[src/rtl/spascharm_pkg.sv]
// Constants shared by the trigger/cycle block packer and the FIFO unpacker,
// so both ends of the byte FIFO agree on framing.
package spascharm_pkg;

  localparam logic [7:0] HDR_TRIG            = 8'hFF;
  localparam logic [7:0] HDR_CYCLE           = 8'hBF;
  localparam int         TRIG_PAYLOAD_BYTES  = 9;
  localparam int         CYCLE_PAYLOAD_BYTES = 3;
  localparam int         PAYLOAD_BITS        = 6;
  localparam int         CNT_W               = 4;

  typedef enum logic [1:0] {
    UNPACK_HUNT = 2'd0,
    UNPACK_TPAY = 2'd1,
    UNPACK_CPAY = 2'd2
  } unpack_state_e;

endpackage

[src/rtl/fifo_unpack_rec_assemble.sv]
// Shadow assembly of 6-bit payload groups into the number/time fields.
// Outputs are the merged next values so the caller can capture a record on the final byte.
module rec_assemble
  import spascharm_pkg::*;
(
  input  logic             clk,
  input  logic             rst,
  input  logic             clear_i,
  input  logic             load_i,
  input  logic [CNT_W-1:0] cnt_i,
  input  logic [5:0]       grp_i,
  output logic [17:0]      num_o,
  output logic [35:0]      time_o
);

  logic [17:0] num_q, num_d;
  logic [35:0] time_q, time_d;

  always_comb begin
    num_d  = num_q;
    time_d = time_q;
    if (clear_i) begin
      num_d  = '0;
      time_d = '0;
    end else if (load_i) begin
      // Group k lands at bit 6k of num, groups 3..8 land at bit 6(k-3) of time.
      for (int k = 0; k < 3; k++) begin
        if (cnt_i == CNT_W'(k)) num_d[PAYLOAD_BITS*k +: PAYLOAD_BITS] = grp_i;
      end
      for (int k = 0; k < 6; k++) begin
        if (cnt_i == CNT_W'(k + 3)) time_d[PAYLOAD_BITS*k +: PAYLOAD_BITS] = grp_i;
      end
    end
  end

  always_ff @(posedge clk) begin
    if (rst) begin
      num_q  <= '0;
      time_q <= '0;
    end else begin
      num_q  <= num_d;
      time_q <= time_d;
    end
  end

  assign num_o  = num_d;
  assign time_o = time_d;

endmodule

[src/rtl/fifo_unpack.sv]
// Reads framed trigger/cycle blocks from a standard (registered-output) byte FIFO,
// validates framing and presents one parallel record at a time on valid/ready.
// Handshake: a record transfers on any clock edge where rec_valid && rec_ready; rec_* hold while rec_valid=1.
module fifo_unpack
  import spascharm_pkg::*;
#(
  parameter int ERRW = 16
) (
  input  logic            clk,
  input  logic            rst,
  input  logic [7:0]      fifo_data,
  input  logic            fifo_empty,
  output logic            fifo_rd,
  output logic            rec_valid,
  input  logic            rec_ready,
  output logic            rec_trig,
  output logic [17:0]     rec_num,
  output logic [35:0]     rec_time,
  output logic [ERRW-1:0] err_cnt,
  output logic [1:0]      dbg_state
);

  localparam logic [CNT_W-1:0] TRIG_LAST  = CNT_W'(TRIG_PAYLOAD_BYTES - 1);
  localparam logic [CNT_W-1:0] CYCLE_LAST = CNT_W'(CYCLE_PAYLOAD_BYTES - 1);

  unpack_state_e    state_q;
  logic [CNT_W-1:0] cnt_q;
  logic             inflight_q;
  logic             rec_valid_q, rec_trig_q;
  logic [17:0]      rec_num_q;
  logic [35:0]      rec_time_q;
  logic [ERRW-1:0]  err_q;

  logic             is_trig_hdr, is_cycle_hdr, byte_ok, in_payload, last_byte;
  logic             stop, asm_load, asm_clear, err_inc;
  unpack_state_e    hdr_state;
  logic [17:0]      asm_num;
  logic [35:0]      asm_time;

  assign is_trig_hdr  = (fifo_data == HDR_TRIG);
  assign is_cycle_hdr = (fifo_data == HDR_CYCLE);
  assign byte_ok      = (fifo_data[7:6] == 2'b00);
  assign in_payload   = inflight_q && (state_q != UNPACK_HUNT);
  assign last_byte    = ((state_q == UNPACK_TPAY) && (cnt_q == TRIG_LAST)) ||
                        ((state_q == UNPACK_CPAY) && (cnt_q == CYCLE_LAST));

  // Do not fetch past the final payload byte: the record it completes occupies the output next cycle.
  assign stop    = inflight_q && last_byte;
  assign fifo_rd = !rst && !fifo_empty && !rec_valid_q && !stop;

  assign asm_load  = in_payload && byte_ok;
  assign asm_clear = inflight_q && (is_trig_hdr || is_cycle_hdr);
  assign err_inc   = inflight_q &&
                     (((state_q == UNPACK_HUNT) && !is_trig_hdr && !is_cycle_hdr) ||
                      ((state_q != UNPACK_HUNT) && !byte_ok));

  always_comb begin
    hdr_state = UNPACK_HUNT;
    if (is_trig_hdr)       hdr_state = UNPACK_TPAY;
    else if (is_cycle_hdr) hdr_state = UNPACK_CPAY;
  end

  rec_assemble u_asm (
    .clk     (clk),
    .rst     (rst),
    .clear_i (asm_clear),
    .load_i  (asm_load),
    .cnt_i   (cnt_q),
    .grp_i   (fifo_data[5:0]),
    .num_o   (asm_num),
    .time_o  (asm_time)
  );

  always_ff @(posedge clk) begin
    if (rst) begin
      state_q     <= UNPACK_HUNT;
      cnt_q       <= '0;
      inflight_q  <= 1'b0;
      rec_valid_q <= 1'b0;
      rec_trig_q  <= 1'b0;
      rec_num_q   <= '0;
      rec_time_q  <= '0;
      err_q       <= '0;
    end else begin
      inflight_q <= fifo_rd;
      if (rec_valid_q && rec_ready) rec_valid_q <= 1'b0;
      if (err_inc && (err_q != {ERRW{1'b1}})) err_q <= err_q + ERRW'(1);
      if (inflight_q) begin
        case (state_q)
          UNPACK_HUNT: begin
            state_q <= hdr_state;
            cnt_q   <= '0;
          end
          UNPACK_TPAY, UNPACK_CPAY: begin
            if (!byte_ok) begin
              // A header in place of payload starts a new block at once.
              state_q <= hdr_state;
              cnt_q   <= '0;
            end else if (last_byte) begin
              state_q     <= UNPACK_HUNT;
              cnt_q       <= '0;
              rec_valid_q <= 1'b1;
              rec_trig_q  <= (state_q == UNPACK_TPAY);
              rec_num_q   <= asm_num;
              rec_time_q  <= (state_q == UNPACK_TPAY) ? asm_time : 36'd0;
            end else begin
              cnt_q <= cnt_q + CNT_W'(1);
            end
          end
          default: begin
            state_q <= UNPACK_HUNT;
            cnt_q   <= '0;
          end
        endcase
      end
    end
  end

  assign rec_valid = rec_valid_q;
  assign rec_trig  = rec_trig_q;
  assign rec_num   = rec_num_q;
  assign rec_time  = rec_time_q;
  assign err_cnt   = err_q;
  assign dbg_state = state_q;

endmodule

[config.mk]
export PLATFORM = sky130hd
export DESIGN_NAME = fifo_unpack
export DESIGN_NICKNAME = d
export VERILOG_FILES = /design/src/rtl/spascharm_pkg.sv /design/src/rtl/fifo_unpack_rec_assemble.sv /design/src/rtl/fifo_unpack.sv
export SDC_FILE = /design/constraint.sdc
export NUM_CORES = 1
export LEC_CHECK = 0
export ABC_AREA = 1
export ABC_CLOCK_PERIOD_IN_PS = 4500
export CORE_MARGIN = 2
export CORE_UTILIZATION = 35
export CTS_BUF_LIST = sky130_fd_sc_hd__clkbuf_4
export DETAILED_ROUTE_END_ITERATION = 12
export PLACE_DENSITY_LB_ADDON = 0.2
export SETUP_SLACK_MARGIN = 0.2
export SKIP_LAST_GASP = 1
export SYNTH_ARGS = -nofsm -noshare
export SYNTH_HDL_FRONTEND = slang
export SYNTH_HIERARCHICAL = 1
export SYNTH_SLANG_ARGS = --single-unit
[constraint.sdc]
create_clock -name clk -period 4.5 [get_ports clk]
set_input_delay 0.675 -clock clk [delete_from_list [all_inputs] [get_ports clk]]
set_output_delay 0.675 -clock clk [all_outputs]
set_load 0.1 [all_outputs]
Yosys cells after proc, flatten, opt, wreduce, memory -nomap -nowiden
Index checks and enable logic that the tools add are counted.

operators by class
  muxes and demuxes = 27
  add/subtract/negate cells = 2
  equal/unequal tests = 14
  reduce and logical (&&, ||, !) cells = 32

operators with widths
  kind                   number
  $mux 36                3
  $mux 6                 9
  $mux 18                2
  $add 16x1->16 const B  1
  $eq 4x3->1 const B     4
  $eq 8x8->1 const B     2
  $ne 16x16->1 const B   1
  $logic_and 1x1->1      15
  $mux 4                 3
  $eq 4x2->1 const B     2
  $mux 2                 4
  $logic_not 1->1        7
  $mux 1                 5
  $add 4x1->4 const B    1
  $eq 4x1->1 const B     1
  $eq 4x4->1 const B     1
  $logic_not 2->1        2
  $logic_not 4->1        1
  $pmux 2 s2             1
  $reduce_and 4->1       1
  $logic_or 1x1->1       3
  $ne 3x3->1 const B     1
  $eq 2x1->1 const B     1
  $eq 2x2->1 const B     1
  other kinds (3)        3

word-level totals
  input port bits = 12
  bits in registers = 133
  output and inout bits = 75

Longest topological paths before layout
Gate-level depths: netlist (run 1).

  depth in word-level cells = 7
  depth in mapped cells = 12

Hierarchy
Netlist (run 1), hierarchy kept.

by module, submodules not included
  module        area an instance (um^2)  cells each  seq. area each (um^2)  instances
  fifo_unpack   3676.0                   480         1581.5                 1
  rec_assemble  2616.3                   418         1081.0                 1

Worst setup path after synthesis (run 1)
Ideal clock, no wire load.

  path kind = reg2out
  start = register state_q[0] (netlist: dbg_state[0])
  end = output fifo_rd
  cell stages (with the launch flop) = 11
  required time = 3.825 ns
  path slack = -0.847 ns
  data arrival time = 4.672 ns
  cell sequence = dfxtp_1 > inv_1 > ha_1 > nand2_1 > nand2_1 > nand2_1 > nor2_1 > inv_2 > nor2_4 > buf_2 > nor4_1

between the ends
  longest elaborated chain between the ends = 6
  elaborated cells on any way between the ends = 8

ends and longest elaborated chain
  what                                         line                                  text
  start, declared                              fifo_unpack.sv:26                     unpack_state_e state_q;
  start signal, assigned                       fifo_unpack.sv:91                     state_q <= hdr_state;
  start signal, assigned                       fifo_unpack.sv:97                     state_q <= hdr_state;
  $eq 2x1->1 or $eq 2x2->1 (tied branches)     fifo_unpack.sv:44, fifo_unpack.sv:45
  $logic_and 1x1->1, on equally long branches  fifo_unpack.sv:44, fifo_unpack.sv:45
  $logic_or 1x1->1 (*)                         fifo_unpack.sv:44                     assign last_byte = ((state_q == UNPACK_TPAY) && (cnt_q == TRIG_LAST)) ||
  $logic_and 1x1->1 (*)                        fifo_unpack.sv:48                     assign stop = inflight_q && last_byte;
  $logic_not 1->1 (*)                          fifo_unpack.sv:49                     assign fifo_rd = !rst && !fifo_empty && !rec_valid_q && !stop;
  $logic_and 1x1->1 (*)                        fifo_unpack.sv:49
  end, declared                                fifo_unpack.sv:13                     output logic fifo_rd,

Every way passes the cells marked *; elsewhere a longest branch is shown, timed or not.

Worst setup path in the final report (run 1)
  start = register state_q[1] (netlist: dbg_state[1])
  end = output fifo_rd

The elaborated chain is that of the path after synthesis.

==> results.md, run 1 <==
Timing:
- The total setup violations reported at the end of the flow is 0.
- After routing, the total negative slack on setup checks comes to 0 ns.
- Setup repair after global routing left no endpoint under its margin.
- The ratio of final minimum period to clock period is 75.3%.
- The final number of max-transition violations is 0.
- The upper clock frequency limit is between 0.2 and 0.3 GHz.
- Across all setup checks in the final design, the least slack found is 1.11 ns.
- The number of endpoints with negative hold slack in the final report is 0.
- At the pin with the least slew margin, the transition time is 1.05 ns.
- Between clock sinks in the finished design, the worst skew comes to 0.0153 ns.
- Subtracting the final worst setup slack from the clock period gives about 3.4 ns.
- Measured against its own limit, the worst slew margin works out to between 20% and 30%.

Synth:
- The average cell area after synthesis is 7.01 um2.
- After synthesis, the most frequently instantiated cells are 183 x sky130_fd_sc_hd__nand2_1, 141 x sky130_fd_sc_hd__inv_1, 133 x sky130_fd_sc_hd__dfxtp_1.
- Counting flops with a built-in enable in the synthesized netlist gives 0.
- The main flop type after synthesis is sky130_fd_sc_hd__dfxtp_1.
- The count of mapped cells out of synthesis is 898.
- By instance count, the leading cell after synthesis is sky130_fd_sc_hd__nand2_1.
- The count of state elements after synthesis is 133.
- By area the synthesized netlist is led by sky130_fd_sc_hd__dfxtp_1 42%, sky130_fd_sc_hd__nand2_1 11%, sky130_fd_sc_hd__inv_1 8.4%.
- The async set or reset register ratio after synthesis is 0%.
- Sequential elements use ~42% of the synthesized area.
- The number of different library cells in the post-synthesis netlist is 33.
- The number of nets in the synthesized netlist is 918.
- The area share of the largest cell type after synthesis is approximately 42%.
- The count of synthesis-stage warnings from yosys is 6.
- The largest area contributor in the synthesized netlist is sky130_fd_sc_hd__dfxtp_1.
- After synthesis the cells add up to 6290 um2.

Floorplanning:
- The count of standard-cell rows is 49.
- The die boundary width is 138 um.
- The initial utilization of the core area, before any placement, comes to between 30 and 40%.
- The number of ports placed on the die boundary is 87.
- The overall die height is roughly 140 um.
- After floorplanning, the core was sized to cover roughly 18000 um2.
- The die covers roughly 19000 um2.

Power and ir drop:
- The leakage power of the design is 3.24 nW.
- The power per unit of standard cell area is around 300 nW/um2.
- The maximum vdd drop is 0.000154 V.

Setup path:
- The highest fanout seen on the critical path is 39.
- The worst setup path is of the reg -> out kind.
- The launching element type of the critical path is a register.
- Data on the critical path arrives at its endpoint at 2.71 ns.
- The required time of the critical path is 3.83 ns.
- STA classifies the critical path endpoint as a primary output.
- Setup slack on the worst reg-to-reg path comes out at 1.93 ns.

CTS:
- The TritonCTS clock tree is built.
- Clock-pin slew was measured on the worst setup and hold paths at 0.11 ns.
- The number of sinks on the clock net is 133.
- The total CTS buffers is 17.
- In this run the deepest clock path goes through 2 buffers.
- The number of buffers inserted to repair setup after CTS is 0.
- The total of cells resized after clock tree synthesis is 0.
- The clock latency of the later-clocked register in the worst-skew pair is 0.54 ns.
- The library cell used as clock root buffer is sky130_fd_sc_hd__clkbuf_4.
- Hold repair after CTS inserted 0 buffers.
- CTS built an H-tree with a depth of 4.

Placed design:
- The number of buffers inserted by port buffering is 86.
- Before CTS, the worst setup slack after placement is 1.30 ns.
- Detailed placement ended at an HPWL of 10.4 mm.
- At the end of routability-driven placement, the weighted congestion stood at 0.787.

Job:
- The number of violations of the max-capacitance limit is 0.

GRT:
- The number of antenna violations at the first check in global routing is 1.
- The global-route wire length before repair is 26.8 mm.
- The pin count of the biggest net entering global routing is 78.
- The total congestion overflow is 0.
- The number of global-route vias before repair is 5243.
- The global-route usage over all layers is 17.2%.

Route:
- Dividing the detail-routed via count by the number of cells gives 4.73.
- For this block, the initial DRC count from the detailed router was 331.
- The number of antenna-violating nets in the routed design is 0.
- The count of TritonRoute iterations in the first routing pass is 5.
- Detailed routing inserted a total of 5710 vias.
- After detailed routing, the total wire length is around 16 mm.
- For this run, design rule violations remaining after detail routing come to 0.
- The routed wirelength normalized by instance count is 13.3 um.

Layout:
- The layout net count is 985.
- The share of layout cells above drive strength 1 is ~7.4%.
- Compared with the post-synthesis result, the final layout area differs by 21.0%.

Worst hold path:
- The class of the tightest hold or removal check is reg -> reg.

Run status:
- The flow ran to the end, and the final reports show no timing, DRC or antenna violations.
## cell type report
cell class	instances	area, um2
Fill cell	1932	10200
Multi-Input combinational cell	567	2810
Sequential cell	133	2660
Timing Repair Buffer	94	916
Inverter	152	571
Tap cell	229	287
Clock inverter	11	205
Clock buffer	21	158
Antenna cell	1	2.50
## where the power goes
group | internal [mW] | switching, mW | total [mW]
clock | 0.572 | 0.432 | 1.00
combinational | 0.0229 | 0.0746 | 0.0975
sequential | 1.18 | 0.00323 | 1.18
## flip-flops by register name, indices dropped and copies added, names as in the netlist
register / count
rec_num: 18
err_cnt: 16
u_asm/num_q: 18
cnt_q: 4
rec_time: 36
rec_trig: 1
u_asm/time_q: 36
dbg_state: 2
rec_valid: 1
inflight_q: 1
## final timing paths
kind / startpoint / to / cells past startpoint
worst max-delay path: dbg_state[1] / fifo_rd / 10
worst min-delay path: rec_num[7] / rec_num[7] / 2
worst max register to register: dbg_state[0] / rec_time[6] / 11
worst min register to register: rec_num[7] / rec_num[7] / 2
## layout by cell type, fill, tap and decap left out, types with 2 or more instances in the layout
| cell | Yosys | routed |
|---|---|---|
| sky130_fd_sc_hd__bufinv_16 | 0 | 6 |
| sky130_fd_sc_hd__clkdlybuf4s50_1 | 0 | 84 |
| sky130_fd_sc_hd__clkbuf_4 | 0 | 21 |
| sky130_fd_sc_hd__o21bai_1 | 13 | 13 |
| sky130_fd_sc_hd__dfxtp_1 | 133 | 133 |
| sky130_fd_sc_hd__nand2_2 | 5 | 5 |
| sky130_fd_sc_hd__ha_1 | 8 | 8 |
| sky130_fd_sc_hd__buf_4 | 9 | 10 |
| sky130_fd_sc_hd__a21oi_1 | 71 | 71 |
| sky130_fd_sc_hd__and2_1 | 2 | 2 |
| sky130_fd_sc_hd__nor2_1 | 83 | 82 |
| sky130_fd_sc_hd__inv_1 | 141 | 141 |
| sky130_fd_sc_hd__nand4_1 | 43 | 43 |
| sky130_fd_sc_hd__nor2_2 | 6 | 7 |
| sky130_fd_sc_hd__nor3_1 | 2 | 2 |
| sky130_fd_sc_hd__nor2_4 | 3 | 3 |
| sky130_fd_sc_hd__o21ai_0 | 20 | 20 |
| sky130_fd_sc_hd__nand3b_1 | 2 | 2 |
| sky130_fd_sc_hd__nand2_1 | 183 | 183 |
| sky130_fd_sc_hd__clkinv_1 | 6 | 9 |
| sky130_fd_sc_hd__a21oi_2 | 8 | 8 |
| sky130_fd_sc_hd__xnor2_1 | 7 | 7 |
| sky130_fd_sc_hd__inv_2 | 5 | 5 |
| sky130_fd_sc_hd__nand3_1 | 100 | 99 |
| sky130_fd_sc_hd__o21ai_1 | 4 | 4 |
## cells by family (layout without fill, tap and decap cells)
group / count (synthesis) / after routing / share of synthesized area (%)
AND/OR/NAND/NOR: 433 / 433 / 31.1
adder cells (fa/ha/maj): 8 / 8 / 1.59
XOR/XNOR: 8 / 8 / 1.11
buffers and inverters: 198 / 278 / 13.2
AO/OA/AOI/OAI: 118 / 118 / 10.6
flip-flops: 133 / 133 / 42.3
other: 0 / 1 / 0
## layer usage
metal,GRT usage (%),vias to the layer above,share of wire (%)
met5,0,-,0
met4,5.26,0,1.5
met3,5.47,17,6.1
met2,27.5,99,46
met1,22.1,2608,47
li1,-,2986,-
## through the flow
stage	std cells	cell area [um2]	hold WS [ns]	power [mW]	util [%]
after CTS	1207	7610	0.454	2.31	42.8
after detailed placement	1175	7250	0.438	1.31	40.8
after floorplan	898	6300	0.488	1.28	-
after global routing	1208	7610	0.475	2.38	42.8
after global placement	1175	7250	0.435	1.31	40.8
final	1208	7610	0.450	2.28	42.8
## worst max-delay path: stages (launching register included)
cell and delay (ns):
sky130_fd_sc_hd__dfxtp_1 0.37, sky130_fd_sc_hd__inv_1 0.09, sky130_fd_sc_hd__ha_1 0.14, sky130_fd_sc_hd__buf_4 0.38, sky130_fd_sc_hd__a21oi_1 0.12, sky130_fd_sc_hd__nor2_1 0.21, sky130_fd_sc_hd__inv_2 0.09, sky130_fd_sc_hd__nor2_4 0.08
sky130_fd_sc_hd__buf_4 0.39, sky130_fd_sc_hd__nor4_2 0.06, sky130_fd_sc_hd__buf_4 0.25
No activity file was read; power rests on OpenSTA's default activity.
==> run 2, diff against run 1 <==
Settings changed: ABC_CLOCK_PERIOD_IN_PS 4500 to 3500.
Clock period 4.5 ns to 3.5 ns, I/O delays scaled along.
==> results.md, run 2 (synthesized netlist as in run 1, its figures left out) <==
GRT:
- The global-route wire length before repair is 27.8 mm (+3.8%).
- The total congestion overflow came to 0 (unchanged).
- The pin count of the biggest net entering global routing was 65 (-17%).
- The number of global-route vias before repair is 5649 (+7.7%).
- The global-route usage over all layers is 17.9% (+0.72 points).
- The number of antenna violations at the first check in global routing is 1 (unchanged).

Timing:
- The final critical-path required period is roughly 2.9 ns.
- The setup TNS was 0 ns (unchanged).
- The worst path uses about 82% of the clock period.
- The largest clock skew in the final design came to 0.0153 ns (-0.00000610 ns).
- Setup repair after global routing left no endpoint under its margin.
- The number of endpoints with negative hold slack in the final report is 0 (unchanged).
- The total setup violations reported at the end of the flow is 0 (unchanged).
- The final number of max-transition violations is 0 (unchanged).
- The worst max-slew margin expressed relative to the limit came to 28.1% (-1.8 points).
- The measured slew at the worst slew-check pin is 1.08 ns (+0.0278 ns).
- The post-layout worst setup margin is 0.643 ns (-0.470 ns).
- Based on the critical path, the design can be clocked at up to 0.350 GHz.

Worst hold path:
- The tightest min-delay check is of the reg -> reg type.

Setup path:
- The category of cells accounting for the largest share of critical-path delay is flip-flops.
- The peak per-stage delay on the critical path is 0.49 ns (+0.10 ns).
- The critical path goes through inv_1 -> ha_1 -> a21oi_1 -> nor2_1 -> inv_2 -> nor2_4 -> nor4_4 -> buf_12.
- The endpoint arrival time on the critical path is 2.33 ns (-0.38 ns).
- The endpoint class of the critical path is a primary output.
- The required time of the critical path is 2.97 ns (-0.86 ns).
- The highest fanout seen on the critical path is 8 (-79%).
- The buffer and inverter count on the worst path is 3 (-2).
- The critical path class is reg -> out.
- The cell with the largest stage delay on the worst path is sky130_fd_sc_hd__dfxtp_1.
- The launching element type of the critical path is a register.

Floorplanning:
- The die boundary width came to 138 um (unchanged).
- The die area came to 19100 um2 (unchanged).
- The overall die height is 138 um (unchanged).
- The number of ports placed on the die boundary is 87 (unchanged).
- The effective utilization at floorplan is 35.4% (unchanged).
- The core footprint is 17800 um2 (unchanged).
- The count of standard-cell rows was 49 (unchanged).

CTS:
- The total of cells resized after clock tree synthesis is 0 (unchanged).
- The number of sinks on the clock net came to 133 (unchanged).
- The total CTS buffers was 17 (unchanged).
- TritonCTS built the clock tree.
- The number of levels in the clock H-tree is 4 (unchanged).
- The clock latency of the later-clocked register in the worst-skew pair came to 0.55 ns (about the same).
- The library cell used as clock root buffer is sky130_fd_sc_hd__clkbuf_4.
- The maximum count of clock buffers along a single path is 2 (unchanged).
- The count of hold-fix buffers inserted at cts is 0 (unchanged).
- The number of buffers inserted to repair setup after CTS is 0 (unchanged).
- The clock-pin slew on the worst setup and hold paths is 0.10 ns (about the same).

Route:
- The residual DRC count is 0 (unchanged).
- The average vias per placed instance is 4.75 (+0.55%).
- The count of TritonRoute iterations in the first routing pass came to 5 (unchanged).
- The count of routing violations after the opening detailed-route iteration came to 361 (+9.1%).
- The routed wirelength normalized by instance count is 13.5 um (+1.6%).
- The overall via count from detail_route is 5765 (+0.96%).
- The number of antenna-violating nets in the routed design is 0 (unchanged).
- The aggregate routed wire length is 16.4 mm (+2.0%).

Job:
- The number of violations of the max-capacitance limit is 0 (unchanged).

Power and ir drop:
- The leakage power of the design came to 3.24 nW (about the same).
- The maximum vdd drop was 0.000151 V (-2.0%).
- The power per unit of standard cell area is 361 nW/um2 (+20%).
- The sum of internal, switching and leakage power is 2.74 mW (+20%).

Layout:
- Leaving out fill and tap cells, the most frequent cell in the layout is sky130_fd_sc_hd__nand2_1.
- The post-route standard cell area excluding fillers is 7610 um2 (about the same).
- The share of layout cells above drive strength 1 is 7.63% (+0.27 points).
- The top cell types in the final layout, fill and taps aside, are 183 x sky130_fd_sc_hd__nand2_1, 141 x sky130_fd_sc_hd__inv_1, 131 x sky130_fd_sc_hd__dfxtp_1.
- The final non-filler cell total is 1213 (+0.41%).
- The area growth from synthesis to layout is 20.9% (about the same).
- The layout net count is 991 (+0.61%).

Placed design:
- The number of buffers inserted by port buffering came to 86 (unchanged).
- The detailed-placement wirelength estimate is 10.6 mm (+2.0%).
- The worst slack at placement came to 0.593 ns (-0.703 ns).
- The placed cell area is 7310 um2 (+0.95%).
- The routability-driven placement congestion ratio is 0.778 (-1.1%).
- The total instance count after detailed placement came to 1181 (+0.51%).

Run status:
- The run finished with clean final reports.
-- run 2: cell count changes in the layout (fill, tap and decap cells not counted) --
cell / change
sky130_fd_sc_hd__bufinv_16: -2
sky130_fd_sc_hd__clkbuf_4: -4
sky130_fd_sc_hd__clkinv_2: +1
sky130_fd_sc_hd__buf_12: +1
sky130_fd_sc_hd__clkinv_4: -1
sky130_fd_sc_hd__clkinv_1: +4
sky130_fd_sc_hd__nor4_4: +1
sky130_fd_sc_hd__dfxtp_1: -2
sky130_fd_sc_hd__dfxtp_2: +2
sky130_fd_sc_hd__nor4_2: -1
sky130_fd_sc_hd__buf_4: +5
sky130_fd_sc_hd__inv_6: +1
-- run 2: cell type report --
| cell class | instances | area (um2) |
|---|---|---|
| multi-input combinational | 567 | 2820 |
| sequential | 133 | 2670 |
| tap | 229 | 287 |
| timing repair buffer | 100 | 973 |
| clock buffer | 17 | 128 |
| antenna | 1 | 2.50 |
| clock inverter | 14 | 165 |
| inverter | 152 | 571 |
| fill | 1913 | 10200 |
-- run 2: through the flow --
| stage | hold WS (ns) | utilization (%) |
|---|---|---|
| after floorplan | 0.488 | - |
| after global placement | 0.434 | 41.1 |
| after detailed placement | 0.438 | 41.1 |
| after CTS | 0.453 | 42.8 |
| after global routing | 0.464 | 42.8 |
| final | 0.447 | 42.8 |
-- run 2: tightest hold or removal path, cell delays in order (launching register included) --
cell,delay (ns)
sky130_fd_sc_hd__dfxtp_1,0.32
sky130_fd_sc_hd__inv_1,0.04
sky130_fd_sc_hd__a21oi_1,0.05
-- run 2: final timing paths --
kind / to / start / cells after the start / slack, ns
max: fifo_rd / cnt_q[0] / 8 / 0.64
min reg2reg: rec_num[6] / rec_num[6] / 2 / 0.45
min: rec_num[6] / rec_num[6] / 2 / 0.45
max reg2reg: rec_time[29] / dbg_state[0] / 11 / 1.13
-- run 2: layer usage --
layer	vias up	global-route usage, %	part of all wire, %	wire (um)
li1	3001	-	-	-
met3	18	5.37	6.7	1090
met5	-	0	0	0
met2	151	28.9	46	7470
met1	2595	22.6	46	7600
met4	0	6.61	1.4	237
-- run 2: report_power, final --
group | switching [mW] | internal [mW]
combinational | 0.0980 | 0.0314
clock | 0.549 | 0.546
sequential | 0.00425 | 1.52
total | 0.651 | 2.09
